**src/rtl/data_mem_dma_pkg.sv**
```systemverilog
// Shared types and width defaults for the data-memory block-copy DMA.
// Optional fill mode is enabled with DATA_MEM_DMA_FILL_EN.
package data_mem_dma_pkg;
    localparam int DATA_W_DEF = 16;
    localparam int ADDR_W_DEF = 16;
    localparam int LEN_W_DEF  = 16;

    typedef enum logic [1:0] {
        IDLE = 2'd0,
        RD   = 2'd1,
        WR   = 2'd2,
        FIN  = 2'd3
    } dma_state_e;
endpackage

```
**src/rtl/data_mem_dma_if.sv**
```systemverilog
// Control and memory-port bundle between the DMA (master) and core/arbiter/memory (slave).
// Fill-mode operands exist only when DATA_MEM_DMA_FILL_EN is defined.
interface data_mem_dma_if #(
    parameter int DATA_W = 16,
    parameter int ADDR_W = 16,
    parameter int LEN_W  = 16
);
    logic              start;
    logic [ADDR_W-1:0] src_addr;
    logic [ADDR_W-1:0] dst_addr;
    logic [LEN_W-1:0]  len;
    logic              abort;
    logic              busy;
    logic              done;
    logic [LEN_W-1:0]  words_done;
    logic              mem_req;
    logic              mem_gnt;
    logic [ADDR_W-1:0] mem_A;
    logic [DATA_W-1:0] mem_WD;
    logic              mem_WE;
    logic              mem_RE;
    logic [DATA_W-1:0] mem_RD;
`ifdef DATA_MEM_DMA_FILL_EN
    logic              fill;
    logic [DATA_W-1:0] fill_val;

    modport master (
        input  start, src_addr, dst_addr, len, abort, mem_gnt, mem_RD, fill, fill_val,
        output busy, done, words_done, mem_req, mem_A, mem_WD, mem_WE, mem_RE
    );
    modport slave (
        output start, src_addr, dst_addr, len, abort, mem_gnt, mem_RD, fill, fill_val,
        input  busy, done, words_done, mem_req, mem_A, mem_WD, mem_WE, mem_RE
    );
`else
    modport master (
        input  start, src_addr, dst_addr, len, abort, mem_gnt, mem_RD,
        output busy, done, words_done, mem_req, mem_A, mem_WD, mem_WE, mem_RE
    );
    modport slave (
        output start, src_addr, dst_addr, len, abort, mem_gnt, mem_RD,
        input  busy, done, words_done, mem_req, mem_A, mem_WD, mem_WE, mem_RE
    );
`endif
endinterface

```
**src/rtl/data_mem_dma_addr_cnt.sv**
```systemverilog
// Loadable wrapping address incrementer; load wins over enable.
// Latency: 1 cycle from load/en to cnt_o; no backpressure.
module dma_addr_cnt #(
    parameter int W = 16
) (
    input  logic         clk,
    input  logic         rst,
    input  logic         load_i,
    input  logic [W-1:0] load_val_i,
    input  logic         en_i,
    output logic [W-1:0] cnt_o
);
    logic [W-1:0] cnt_q, cnt_d;

    always_comb begin
        cnt_d = cnt_q;
        if (load_i)
            cnt_d = load_val_i;
        else if (en_i)
            cnt_d = cnt_q + W'(1);
    end

    always_ff @(posedge clk or negedge rst) begin
        if (!rst)
            cnt_q <= '0;
        else
            cnt_q <= cnt_d;
    end

    assign cnt_o = cnt_q;
endmodule

```
**src/rtl/data_mem_dma.sv**
```systemverilog
// Block copy inside data memory via a req/gnt-arbitrated port (fill mode: DATA_MEM_DMA_FILL_EN).
// Latency: 2 cycles/word (fill: 1), done pulses 2N+2 cycles after start with gnt held high.
// Backpressure: mem_gnt low stalls in RD/WR with RE/WE deasserted; abort exits at the next edge.
module data_mem_dma
    import data_mem_dma_pkg::*;
#(
    parameter int DATA_W = DATA_W_DEF,
    parameter int ADDR_W = ADDR_W_DEF,
    parameter int LEN_W  = LEN_W_DEF
) (
    input  logic            clk,
    input  logic            rst,
    data_mem_dma_if.master  bus
);
    dma_state_e        state_q;
    logic              busy_q, done_q;
    logic [LEN_W-1:0]  rem_q, words_q;
    logic [DATA_W-1:0] buf_q;
    logic [ADDR_W-1:0] src_w, dst_w;
    logic [DATA_W-1:0] wr_dat;
    logic              launch, rd_go, wr_go, fill_start, is_fill;

`ifdef DATA_MEM_DMA_FILL_EN
    logic              fill_q;
    logic [DATA_W-1:0] fill_val_q;
    assign fill_start = bus.fill;
    assign is_fill    = fill_q;
    assign wr_dat     = fill_q ? fill_val_q : buf_q;
`else
    assign fill_start = 1'b0;
    assign is_fill    = 1'b0;
    assign wr_dat     = buf_q;
`endif

    assign launch = (state_q == IDLE) && bus.start && !bus.abort;
    assign rd_go  = (state_q == RD) && bus.mem_gnt && !bus.abort;
    assign wr_go  = (state_q == WR) && bus.mem_gnt && !bus.abort;

    dma_addr_cnt #(.W(ADDR_W)) u_src_cnt (
        .clk(clk), .rst(rst), .load_i(launch), .load_val_i(bus.src_addr), .en_i(rd_go), .cnt_o(src_w)
    );
    dma_addr_cnt #(.W(ADDR_W)) u_dst_cnt (
        .clk(clk), .rst(rst), .load_i(launch), .load_val_i(bus.dst_addr), .en_i(wr_go), .cnt_o(dst_w)
    );

    // Memory strobes follow grant combinationally; an abort suppresses the write in its own cycle.
    always_comb begin
        bus.mem_req = (state_q == RD) || (state_q == WR);
        bus.mem_A   = '0;
        bus.mem_WD  = '0;
        bus.mem_WE  = 1'b0;
        bus.mem_RE  = 1'b0;
        if (bus.mem_gnt) begin
            if (state_q == RD) begin
                bus.mem_A  = src_w;
                bus.mem_RE = 1'b1;
            end else if (state_q == WR) begin
                bus.mem_A  = dst_w;
                bus.mem_WD = wr_dat;
                bus.mem_WE = !bus.abort;
            end
        end
    end

    always_ff @(posedge clk or negedge rst) begin
        if (!rst) begin
            state_q    <= IDLE;
            busy_q     <= 1'b0;
            done_q     <= 1'b0;
            rem_q      <= '0;
            words_q    <= '0;
            buf_q      <= '0;
`ifdef DATA_MEM_DMA_FILL_EN
            fill_q     <= 1'b0;
            fill_val_q <= '0;
`endif
        end else begin
            done_q <= 1'b0;
            if (bus.abort && state_q != IDLE) begin
                state_q <= IDLE;
                busy_q  <= 1'b0;
            end else begin
                case (state_q)
                    IDLE: if (launch) begin
                        rem_q      <= bus.len;
                        words_q    <= '0;
                        busy_q     <= 1'b1;
`ifdef DATA_MEM_DMA_FILL_EN
                        fill_q     <= bus.fill;
                        fill_val_q <= bus.fill_val;
`endif
                        if (bus.len == '0)
                            state_q <= FIN;
                        else if (fill_start)
                            state_q <= WR;
                        else
                            state_q <= RD;
                    end
                    RD: if (bus.mem_gnt) begin
                        buf_q   <= bus.mem_RD;
                        state_q <= WR;
                    end
                    WR: if (bus.mem_gnt) begin
                        words_q <= words_q + LEN_W'(1);
                        rem_q   <= rem_q - LEN_W'(1);
                        if (rem_q == LEN_W'(1))
                            state_q <= FIN;
                        else if (is_fill)
                            state_q <= WR;
                        else
                            state_q <= RD;
                    end
                    FIN: begin
                        done_q  <= 1'b1;
                        busy_q  <= 1'b0;
                        state_q <= IDLE;
                    end
                    default: state_q <= IDLE;
                endcase
            end
        end
    end

    assign bus.busy       = busy_q;
    assign bus.done       = done_q;
    assign bus.words_done = words_q;
endmodule

```
**src/flat_wrapper.sv**
```systemverilog
// flat-port wrapper written by rule: the top's interface ports become plain ports
module data_mem_dma_flat import data_mem_dma_pkg::*;
#(
    parameter int DATA_W = DATA_W_DEF,
    parameter int ADDR_W = ADDR_W_DEF,
    parameter int LEN_W  = LEN_W_DEF
)
  (clk, rst, bus_start, bus_src_addr, bus_dst_addr, bus_len, bus_abort, bus_mem_gnt, bus_mem_RD, bus_busy, bus_done, bus_words_done, bus_mem_req, bus_mem_A, bus_mem_WD, bus_mem_WE, bus_mem_RE);
  data_mem_dma_if #(.DATA_W(DATA_W), .ADDR_W(ADDR_W), .LEN_W(LEN_W)) bus_i ();
  input  logic clk;
  input  logic rst;
  input wire logic [$bits(bus_i.start)-1:0] bus_start;
  input wire logic [$bits(bus_i.src_addr)-1:0] bus_src_addr;
  input wire logic [$bits(bus_i.dst_addr)-1:0] bus_dst_addr;
  input wire logic [$bits(bus_i.len)-1:0] bus_len;
  input wire logic [$bits(bus_i.abort)-1:0] bus_abort;
  input wire logic [$bits(bus_i.mem_gnt)-1:0] bus_mem_gnt;
  input wire logic [$bits(bus_i.mem_RD)-1:0] bus_mem_RD;
  output wire logic [$bits(bus_i.busy)-1:0] bus_busy;
  output wire logic [$bits(bus_i.done)-1:0] bus_done;
  output wire logic [$bits(bus_i.words_done)-1:0] bus_words_done;
  output wire logic [$bits(bus_i.mem_req)-1:0] bus_mem_req;
  output wire logic [$bits(bus_i.mem_A)-1:0] bus_mem_A;
  output wire logic [$bits(bus_i.mem_WD)-1:0] bus_mem_WD;
  output wire logic [$bits(bus_i.mem_WE)-1:0] bus_mem_WE;
  output wire logic [$bits(bus_i.mem_RE)-1:0] bus_mem_RE;
  assign bus_i.start = bus_start;
  assign bus_i.src_addr = bus_src_addr;
  assign bus_i.dst_addr = bus_dst_addr;
  assign bus_i.len = bus_len;
  assign bus_i.abort = bus_abort;
  assign bus_i.mem_gnt = bus_mem_gnt;
  assign bus_i.mem_RD = bus_mem_RD;
  assign bus_busy = bus_i.busy;
  assign bus_done = bus_i.done;
  assign bus_words_done = bus_i.words_done;
  assign bus_mem_req = bus_i.mem_req;
  assign bus_mem_A = bus_i.mem_A;
  assign bus_mem_WD = bus_i.mem_WD;
  assign bus_mem_WE = bus_i.mem_WE;
  assign bus_mem_RE = bus_i.mem_RE;
  data_mem_dma #(.DATA_W(DATA_W), .ADDR_W(ADDR_W), .LEN_W(LEN_W)) u_core (.clk(clk), .rst(rst), .bus(bus_i));
endmodule
```
**config.mk**
```make
export PLATFORM = sky130hd
export DESIGN_NAME = data_mem_dma_flat
export DESIGN_NICKNAME = d
export VERILOG_FILES = /design/src/rtl/data_mem_dma_pkg.sv /design/src/rtl/data_mem_dma_if.sv /design/src/rtl/data_mem_dma_addr_cnt.sv /design/src/rtl/data_mem_dma.sv /design/src/flat_wrapper.sv
export SDC_FILE = /design/constraint.sdc
export NUM_CORES = 1
export LEC_CHECK = 0
export ABC_CLOCK_PERIOD_IN_PS = 4900
export CAP_MARGIN = 15
export CELL_PAD_IN_SITES_DETAIL_PLACEMENT = 1
export CELL_PAD_IN_SITES_GLOBAL_PLACEMENT = 2
export CORE_MARGIN = 10
export CORE_UTILIZATION = 33
export CTS_BUF_LIST = sky130_fd_sc_hd__clkbuf_8
export CTS_CLUSTER_DIAMETER = 120
export DETAILED_ROUTE_END_ITERATION = 6
export GPL_TIMING_DRIVEN = 0
export PLACE_DENSITY = 0.95
export SLEW_MARGIN = 10
export SYNTH_ARGS = -nofsm -noshare
export SYNTH_HDL_FRONTEND = slang
export SYNTH_SLANG_ARGS = --single-unit
```
**constraint.sdc**
```tcl
create_clock -name clk -period 4.9 [get_ports clk]
set_input_delay 0.735 -clock clk [delete_from_list [all_inputs] [get_ports clk]]
set_output_delay 0.735 -clock clk [all_outputs]
set_load 0.01 [all_outputs]
```
# ---- Yosys cells after proc, flatten, opt, wreduce, memory -nomap -nowiden
# Cells that the tools add are included.
dict set report op_classes {
  n_eq_ne 9
  bitwise 1
  n_mux 33
  reduce_logical 20
  addsub 4
}
# cell count
set ops {}
lappend ops {{$mux W16} 14}
lappend ops {{$pmux W16 S2} 2}
lappend ops {{$add A16 B1 Y16 const B} 3}
lappend ops {{$eq A16 B1 Y1 const B} 1}
lappend ops {{$logic_not A16 Y1} 1}
lappend ops {{$sub A16 B1 Y16 const B} 1}
lappend ops {{$mux W2} 6}
lappend ops {{$mux W1} 9}
lappend ops {{$pmux W2 S4} 1}
lappend ops {{$reduce_bool A2 Y1} 4}
lappend ops {{$logic_and A1 B1 Y1} 7}
lappend ops {{$ne A3 B3 Y1 const B} 2}
lappend ops {{$reduce_and A3 Y1} 2}
lappend ops {{$eq A2 B2 Y1 const B} 2}
lappend ops {{$reduce_and A4 Y1} 1}
lappend ops {{$ne A3 B2 Y1 const B} 1}
lappend ops {{$reduce_bool A3 Y1} 1}
lappend ops {{$eq A2 B1 Y1 const B} 1}
lappend ops {{$logic_not A2 Y1} 1}
lappend ops {{$ne A2 B1 Y1 const B} 1}
lappend ops {{$ne A2 B2 Y1 const B} 1}
lappend ops {{$pmux W1 S2} 1}
lappend ops {{$reduce_and A2 Y1} 1}
lappend ops {{$logic_not A1 Y1} 1}
lappend ops {{other kinds (2)} 2}
dict set report totals {
  register_bits 84
  wordCells 75
  in_bits 69
  out_inout_bits 53
}

# ---- Longest topological paths before layout
dict set report logic_depth {
  ltp_word 6
  ltp_mapped 10
  mapped_depth_nobuf 7
}

# ---- By module
# From an unflattened synthesis, not the netlist that was laid out.
dict set report unflattened {
  cells_unflattened 538
  area_unflattened_um2 5078.6
}
# module n_inst area_per_inst_um2 seq_area_each_um2 cells_each
set modules_own_cells {}
lappend modules_own_cells {data_mem_dma 1 3191.8 1301.2 340}
lappend modules_own_cells {dma_addr_cnt 2 943.4 400.4 99}

# ---- Worst setup path after synthesis
# Ideal clock, no wire load.
dict set report synth_timing {
  kind {register to output}
  from {register u_core.state_q[0]}
  to {output port bus_mem_A[10]}
  path_stages_with_launch 8
  t_required_ns 4.165
  arrival_time_ns 1.677
  slack_ns 2.488
  path_buffers 3
  cell_sequence {dfrtp_1 -> inv_1 -> ha_1 -> clkbuf_1 -> and3b_1 -> clkbuf_1 -> clkbuf_1 -> a22o_1}
}
dict set report synth_via {
  elab_chain_cells 4
  elab_cells_between_ends 5
  cone_classes {eq/ne: 2; mux: 3}
}
# item line_no
set synth_rtl {}
lappend synth_rtl {{from (decl)} data_mem_dma.sv:15} ;# dma_state_e state_q;
lappend synth_rtl {{from (signal assigned)} data_mem_dma.sv:67} ;# state_q <= IDLE;
lappend synth_rtl {{from (signal assigned)} data_mem_dma.sv:80} ;# state_q <= IDLE;
lappend synth_rtl {{from (signal assigned)} data_mem_dma.sv:93} ;# state_q <= FIN;
lappend synth_rtl {{$eq A2 B2 Y1} data_mem_dma.sv:57} ;# end else if (state_q == WR) begin
lappend synth_rtl {{$mux W16} data_mem_dma.sv:57}
lappend synth_rtl {{$mux W16 *} data_mem_dma.sv:54} ;# if (state_q == RD) begin
lappend synth_rtl {{$mux W16 *} data_mem_dma.sv:53} ;# if (bus.mem_gnt) begin
lappend synth_rtl {{to (decl)} flat_wrapper.sv:23} ;# output wire logic [$bits(bus_i.mem_A)-1:0] bus_mem_A;
# Mark *: on every way between the ends. The rest lies on a longest branch, timed or not.

# ---- Worst setup path after layout
dict set report layout_timing {
  from {register u_core.state_q[0]}
  to {output port bus_mem_A[4]}
}
# The elaborated chain is that of the path after synthesis.

==> impl_metrics.xml <==
<?xml version="1.0" encoding="UTF-8"?>
<metrics>
  <group name="global_routing">
    <metric name="grt_pass1_wl" unit="µm">27000</metric>
    <metric name="number_of_antenna_violations_at_the_first_check_in_global_routing" unit="">0</metric>
    <metric name="number_of_global_route_vias_before_repair" unit="">4915</metric>
    <metric name="grtUsageTotal" unit="">0.168</metric>
    <metric name="pin_count_of_the_biggest_net_entering_global_routing" unit="">59</metric>
    <metric name="gr-total-overflow" unit="">0</metric>
  </group>
  <group name="timing">
    <metric name="fin_skew" unit="ns">0.0122</metric>
    <metric name="report.final.hold_viol_count" unit="">0</metric>
    <metric name="hold-worst-slack" unit="ns">0.280</metric>
    <metric name="setup-violations-final" unit="">0</metric>
    <metric name="fmax" unit="GHz">0.262</metric>
    <metric name="setup_repair_after_global_routing_missed_its_margin" unit="">no</metric>
    <metric name="period_share" unit="">0.780</metric>
    <metric name="finalMaxSlewViolations" unit="">0</metric>
    <metric name="worstMarginPinSlew" unit="ns">0.714</metric>
    <metric name="relSlewSlack" unit="">0.520</metric>
    <metric name="timing.final.crit_period" unit="ns">3.82</metric>
  </group>
  <group name="floorplan">
    <metric name="die-width" unit="µm">141</metric>
    <metric name="die_height" unit="µm">141</metric>
    <metric name="std_cell_rows" unit="">44</metric>
    <metric name="placeableCoreArea" unit="mm²">0.0144</metric>
    <metric name="effective_utilization_at_floorplan" unit="">0.334</metric>
    <metric name="dieArea" unit="mm²">0.0198</metric>
    <metric name="io_pins" unit="">122</metric>
  </group>
  <group name="route">
    <metric name="first_pass_iters" unit="">4</metric>
    <metric name="dr_total_vias" unit="">4625</metric>
    <metric name="route.layer.met1.wl" unit="µm">7210</metric>
    <metric name="maxUsedRoutingLayer" unit="">met4</metric>
    <metric name="met2_wirelength" unit="µm">8160</metric>
    <metric name="wl_per_cell" unit="µm">19.4</metric>
    <metric name="routed_length_on_met3" unit="µm">768</metric>
    <metric name="wirelength" unit="µm">16500</metric>
    <metric name="avgViaCountPerCell" unit="">5.45</metric>
    <metric name="drc_errors" unit="">0</metric>
    <metric name="ant_nets" unit="">0</metric>
    <metric name="detail_route.iter0.violations" unit="">263</metric>
  </group>
  <group name="synth">
    <metric name="synth_nets" unit="">607</metric>
    <metric name="synth.mux.area_fraction" unit="">0.0526</metric>
    <metric name="synth_sequential_area_ratio" unit="">0.438</metric>
    <metric name="synth_compound_gate_area_share" unit="">0.178</metric>
    <metric name="post_synth_fa_ha_maj_area_fraction" unit="">0.0261</metric>
    <metric name="post_synth_design_cell_area" unit="mm²">0.00480</metric>
    <metric name="synthesis.instances" unit="">528</metric>
    <metric name="ys.flop_type" unit="">sky130_fd_sc_hd__dfrtp_1</metric>
    <metric name="post_synth_simple_gate_area" unit="">0.224</metric>
    <metric name="largest_family_of_logic_cells_by_synthesized_area" unit="">simple AND/OR/NAND/NOR gates</metric>
    <metric name="synth.distinct_cells" unit="">56</metric>
    <metric name="ys_seq_elements" unit="">84</metric>
    <metric name="yosys.area_share.xor_xnor" unit="">0.0474</metric>
    <metric name="netlist.top_cell.by_area" unit="">sky130_fd_sc_hd__dfrtp_1</metric>
    <metric name="synth_largest_type_area_fraction" unit="">0.438</metric>
    <metric name="ys.warnings.count" unit="">0</metric>
    <metric name="async_flop_share" unit="">1.00</metric>
    <metric name="syn_avg_cell_area" unit="µm²">9.09</metric>
    <metric name="number_of_flops_mapped_to_enable_cells_by_yosys" unit="">0</metric>
    <metric name="yosys-top-cells-area" unit="">sky130_fd_sc_hd__dfrtp_1 (44%), sky130_fd_sc_hd__nand2_1 (4.5%), sky130_fd_sc_hd__mux2_1 (4.2%)</metric>
  </group>
  <group name="cells_and_area">
    <metric name="antenna_cells" unit="">0</metric>
    <metric name="fin_util" unit="">0.449</metric>
    <metric name="fin_nets" unit="">740</metric>
    <metric name="layout-drive-gt1-share" unit="">0.0451</metric>
    <metric name="area_growth_syn_to_layout" unit="%">34.3</metric>
    <metric name="final_area" unit="mm²">0.00645</metric>
  </group>
  <group name="clocking">
    <metric name="clock_tree_from_tritoncts" unit="">done</metric>
    <metric name="cts-resized-gates" unit="">0</metric>
    <metric name="numCtsBuffers" unit="">9</metric>
    <metric name="clock_tree.buffer_depth" unit="">2</metric>
    <metric name="clkSlewWorstSetupHoldPaths" unit="ns">0.10</metric>
    <metric name="worst_skew_pair.late_latency" unit="ns">0.38</metric>
    <metric name="htreeDepth" unit="">3</metric>
    <metric name="cts_num_sinks" unit="">84</metric>
    <metric name="postCtsSetupRepairBufs" unit="">0</metric>
    <metric name="ctsRootBufferMaster" unit="">sky130_fd_sc_hd__clkbuf_8</metric>
    <metric name="cts.hold.buffers_added" unit="">0</metric>
  </group>
  <group name="critical_path">
    <metric name="required_arrival_time_at_the_worst_endpoint" unit="ns">4.16</metric>
    <metric name="slowest_stage_delay_cp" unit="ns">0.57</metric>
    <metric name="cell_chain_critical_path" unit="">inv_1 -&gt; ha_1 -&gt; clkbuf_1 -&gt; and3b_1 -&gt; clkbuf_1 -&gt; clkbuf_1 -&gt; nand2_1 -&gt; o21ai_0 -&gt; clkdlybuf4s50_1</metric>
    <metric name="critPathCaptureType" unit="">output port</metric>
    <metric name="worst-path-max-fanout" unit="">10</metric>
    <metric name="worst-endpoint-arrival" unit="ns">3.09</metric>
    <metric name="crit_type" unit="">reg2out</metric>
    <metric name="cp-start-kind" unit="">flop</metric>
    <metric name="crit_path_frequent_cell" unit="">sky130_fd_sc_hd__clkbuf_1</metric>
    <metric name="worst_path_max_delay_cell" unit="">sky130_fd_sc_hd__clkdlybuf4s50_1</metric>
  </group>
  <group name="place">
    <metric name="gp_congestion" unit="">0.895</metric>
    <metric name="dpl_cell_area" unit="mm²">0.00627</metric>
    <metric name="dp_hpwl" unit="µm">12800</metric>
    <metric name="port_buffers" unit="">121</metric>
  </group>
  <group name="worst_hold_path">
    <metric name="hold_path.class" unit="">in2async</metric>
  </group>
  <group name="run">
    <metric name="maxCapViolCount" unit="">0</metric>
  </group>
  <group name="pwr">
    <metric name="ir_drop_worst_case_vdd" unit="µV">191</metric>
    <metric name="fin_total_pwr" unit="mW">3.15</metric>
    <metric name="p_leak" unit="nW">2.55</metric>
    <metric name="pwr_density_cell" unit="mW/mm²">488</metric>
  </group>
  <group name="status">
    <metric name="run_status" unit="">completed</metric>
  </group>
</metrics>
worst paths after layout:
kind / startpoint / to / depth (start not counted) / slack [ns]
min in group clk: u_core.buf_q[9] / u_core.buf_q[9] / 1 / 0.48
max in group asynchronous: rst / u_core.bus.words_done[10] / 2 / 3.98
worst min register to register: u_core.buf_q[9] / u_core.buf_q[9] / 1 / 0.48
worst max register to register: u_core.state_q[0] / u_core.rem_q[6] / 9 / 2.06
worst max-delay path: u_core.state_q[0] / bus_mem_A[4] / 9 / 1.08
worst min-delay path: rst / u_core.u_src_cnt.cnt_o[7] / 1 / 0.28
registers in the layout (all words and copies together), names as in the netlist:
signal                  count
u_core.u_dst_cnt.cnt_o     16
u_core.bus.done             1
u_core.bus.words_done      16
u_core.rem_q               16
u_core.bus.busy             1
u_core.u_src_cnt.cnt_o     16
u_core.buf_q               16
u_core.state_q              2
cells in the mapped netlist (13+ instances only):
library cell               count
sky130_fd_sc_hd__dfrtp_1      84
sky130_fd_sc_hd__nand2_1      58
sky130_fd_sc_hd__nor2_1       37
sky130_fd_sc_hd__a21oi_1      34
sky130_fd_sc_hd__clkbuf_1     23
sky130_fd_sc_hd__nand3_1      23
sky130_fd_sc_hd__o21ai_1      23
sky130_fd_sc_hd__xor2_1       20
sky130_fd_sc_hd__and2_1       19
sky130_fd_sc_hd__mux2_1       18
sky130_fd_sc_hd__o21ai_0      18
sky130_fd_sc_hd__o22ai_1      18
sky130_fd_sc_hd__a22o_1       17
sky130_fd_sc_hd__nand4_1      13
critical path: cells and delay by family, from the launching register on:
family / cells / cell delay [ns]
buf+inv: 5 / 1.68
compound gates: 1 / 0.10
simple gates: 2 / 0.35
flops: 1 / 0.42
fa+ha+maj: 1 / 0.15
power breakdown:
| part | total (mW) | switching, mW | internal (mW) |
|---|---|---|---|
| Sequential | 1.29 | 0.305 | 0.981 |
| Clock | 0.474 | 0.266 | 0.209 |
| Combinational | 1.39 | 0.741 | 0.645 |
layout make-up:
cell class / count / area, µm²
fill: 1667 / 7920
clock buffer: 11 / 151
buffer: 30 / 118
timing repair buffer: 122 / 1240
clock inverter: 4 / 25.0
inverter: 12 / 45.0
tap: 184 / 230
sequential: 84 / 2100
multi-input combinational: 402 / 2540
logic make-up after synthesis:
logic type               count (synthesis)
AO/OA/AOI/OAI                          136
XOR/XNOR                                26
adder cells (fa/ha/maj)                 10
buffers and inverters                   42
flip-flops                              84
multiplexers                            23
AND/OR/NAND/NOR                        207
layer usage:
layer	GRT usage	vias to the layer above
met5	0	-
met4	0.0620	0
met3	0.0376	21
met2	0.278	102
met1	0.209	2322
li1	-	2180
cell usage in the layout (no fill, tap or decap), types with 6 or more instances in the layout:
cell	Yosys	layout
sky130_fd_sc_hd__o21ai_1	23	23
sky130_fd_sc_hd__a21oi_1	34	34
sky130_fd_sc_hd__clkbuf_1	23	23
sky130_fd_sc_hd__clkbuf_8	0	11
sky130_fd_sc_hd__nor2_1	37	37
sky130_fd_sc_hd__mux2_1	18	18
sky130_fd_sc_hd__clkdlybuf4s50_1	0	120
sky130_fd_sc_hd__nand3_1	23	23
sky130_fd_sc_hd__nor4_1	10	9
sky130_fd_sc_hd__o21ai_0	18	18
sky130_fd_sc_hd__xnor2_1	6	6
sky130_fd_sc_hd__nor3_1	7	7
sky130_fd_sc_hd__o22ai_1	18	18
sky130_fd_sc_hd__a22o_1	17	17
sky130_fd_sc_hd__nand2_1	58	58
sky130_fd_sc_hd__dfrtp_1	84	84
sky130_fd_sc_hd__xor2_1	20	20
sky130_fd_sc_hd__ha_1	10	10
sky130_fd_sc_hd__nand4_1	13	13
sky130_fd_sc_hd__inv_1	10	11
sky130_fd_sc_hd__and2_1	19	19
through the flow:
step           worst slack (ns)  instances  setup TNS [ns]
3_5_place_dp               1.08        834               0
2_1_floorplan              2.49        528               0
6_report                   1.08        849               0
4_1_cts                    1.02        849               0
3_3_place_gp             -0.241        833          -19.59
5_1_grt                   0.860        849               0
Note: power is estimated with default switching activity, not from simulation.
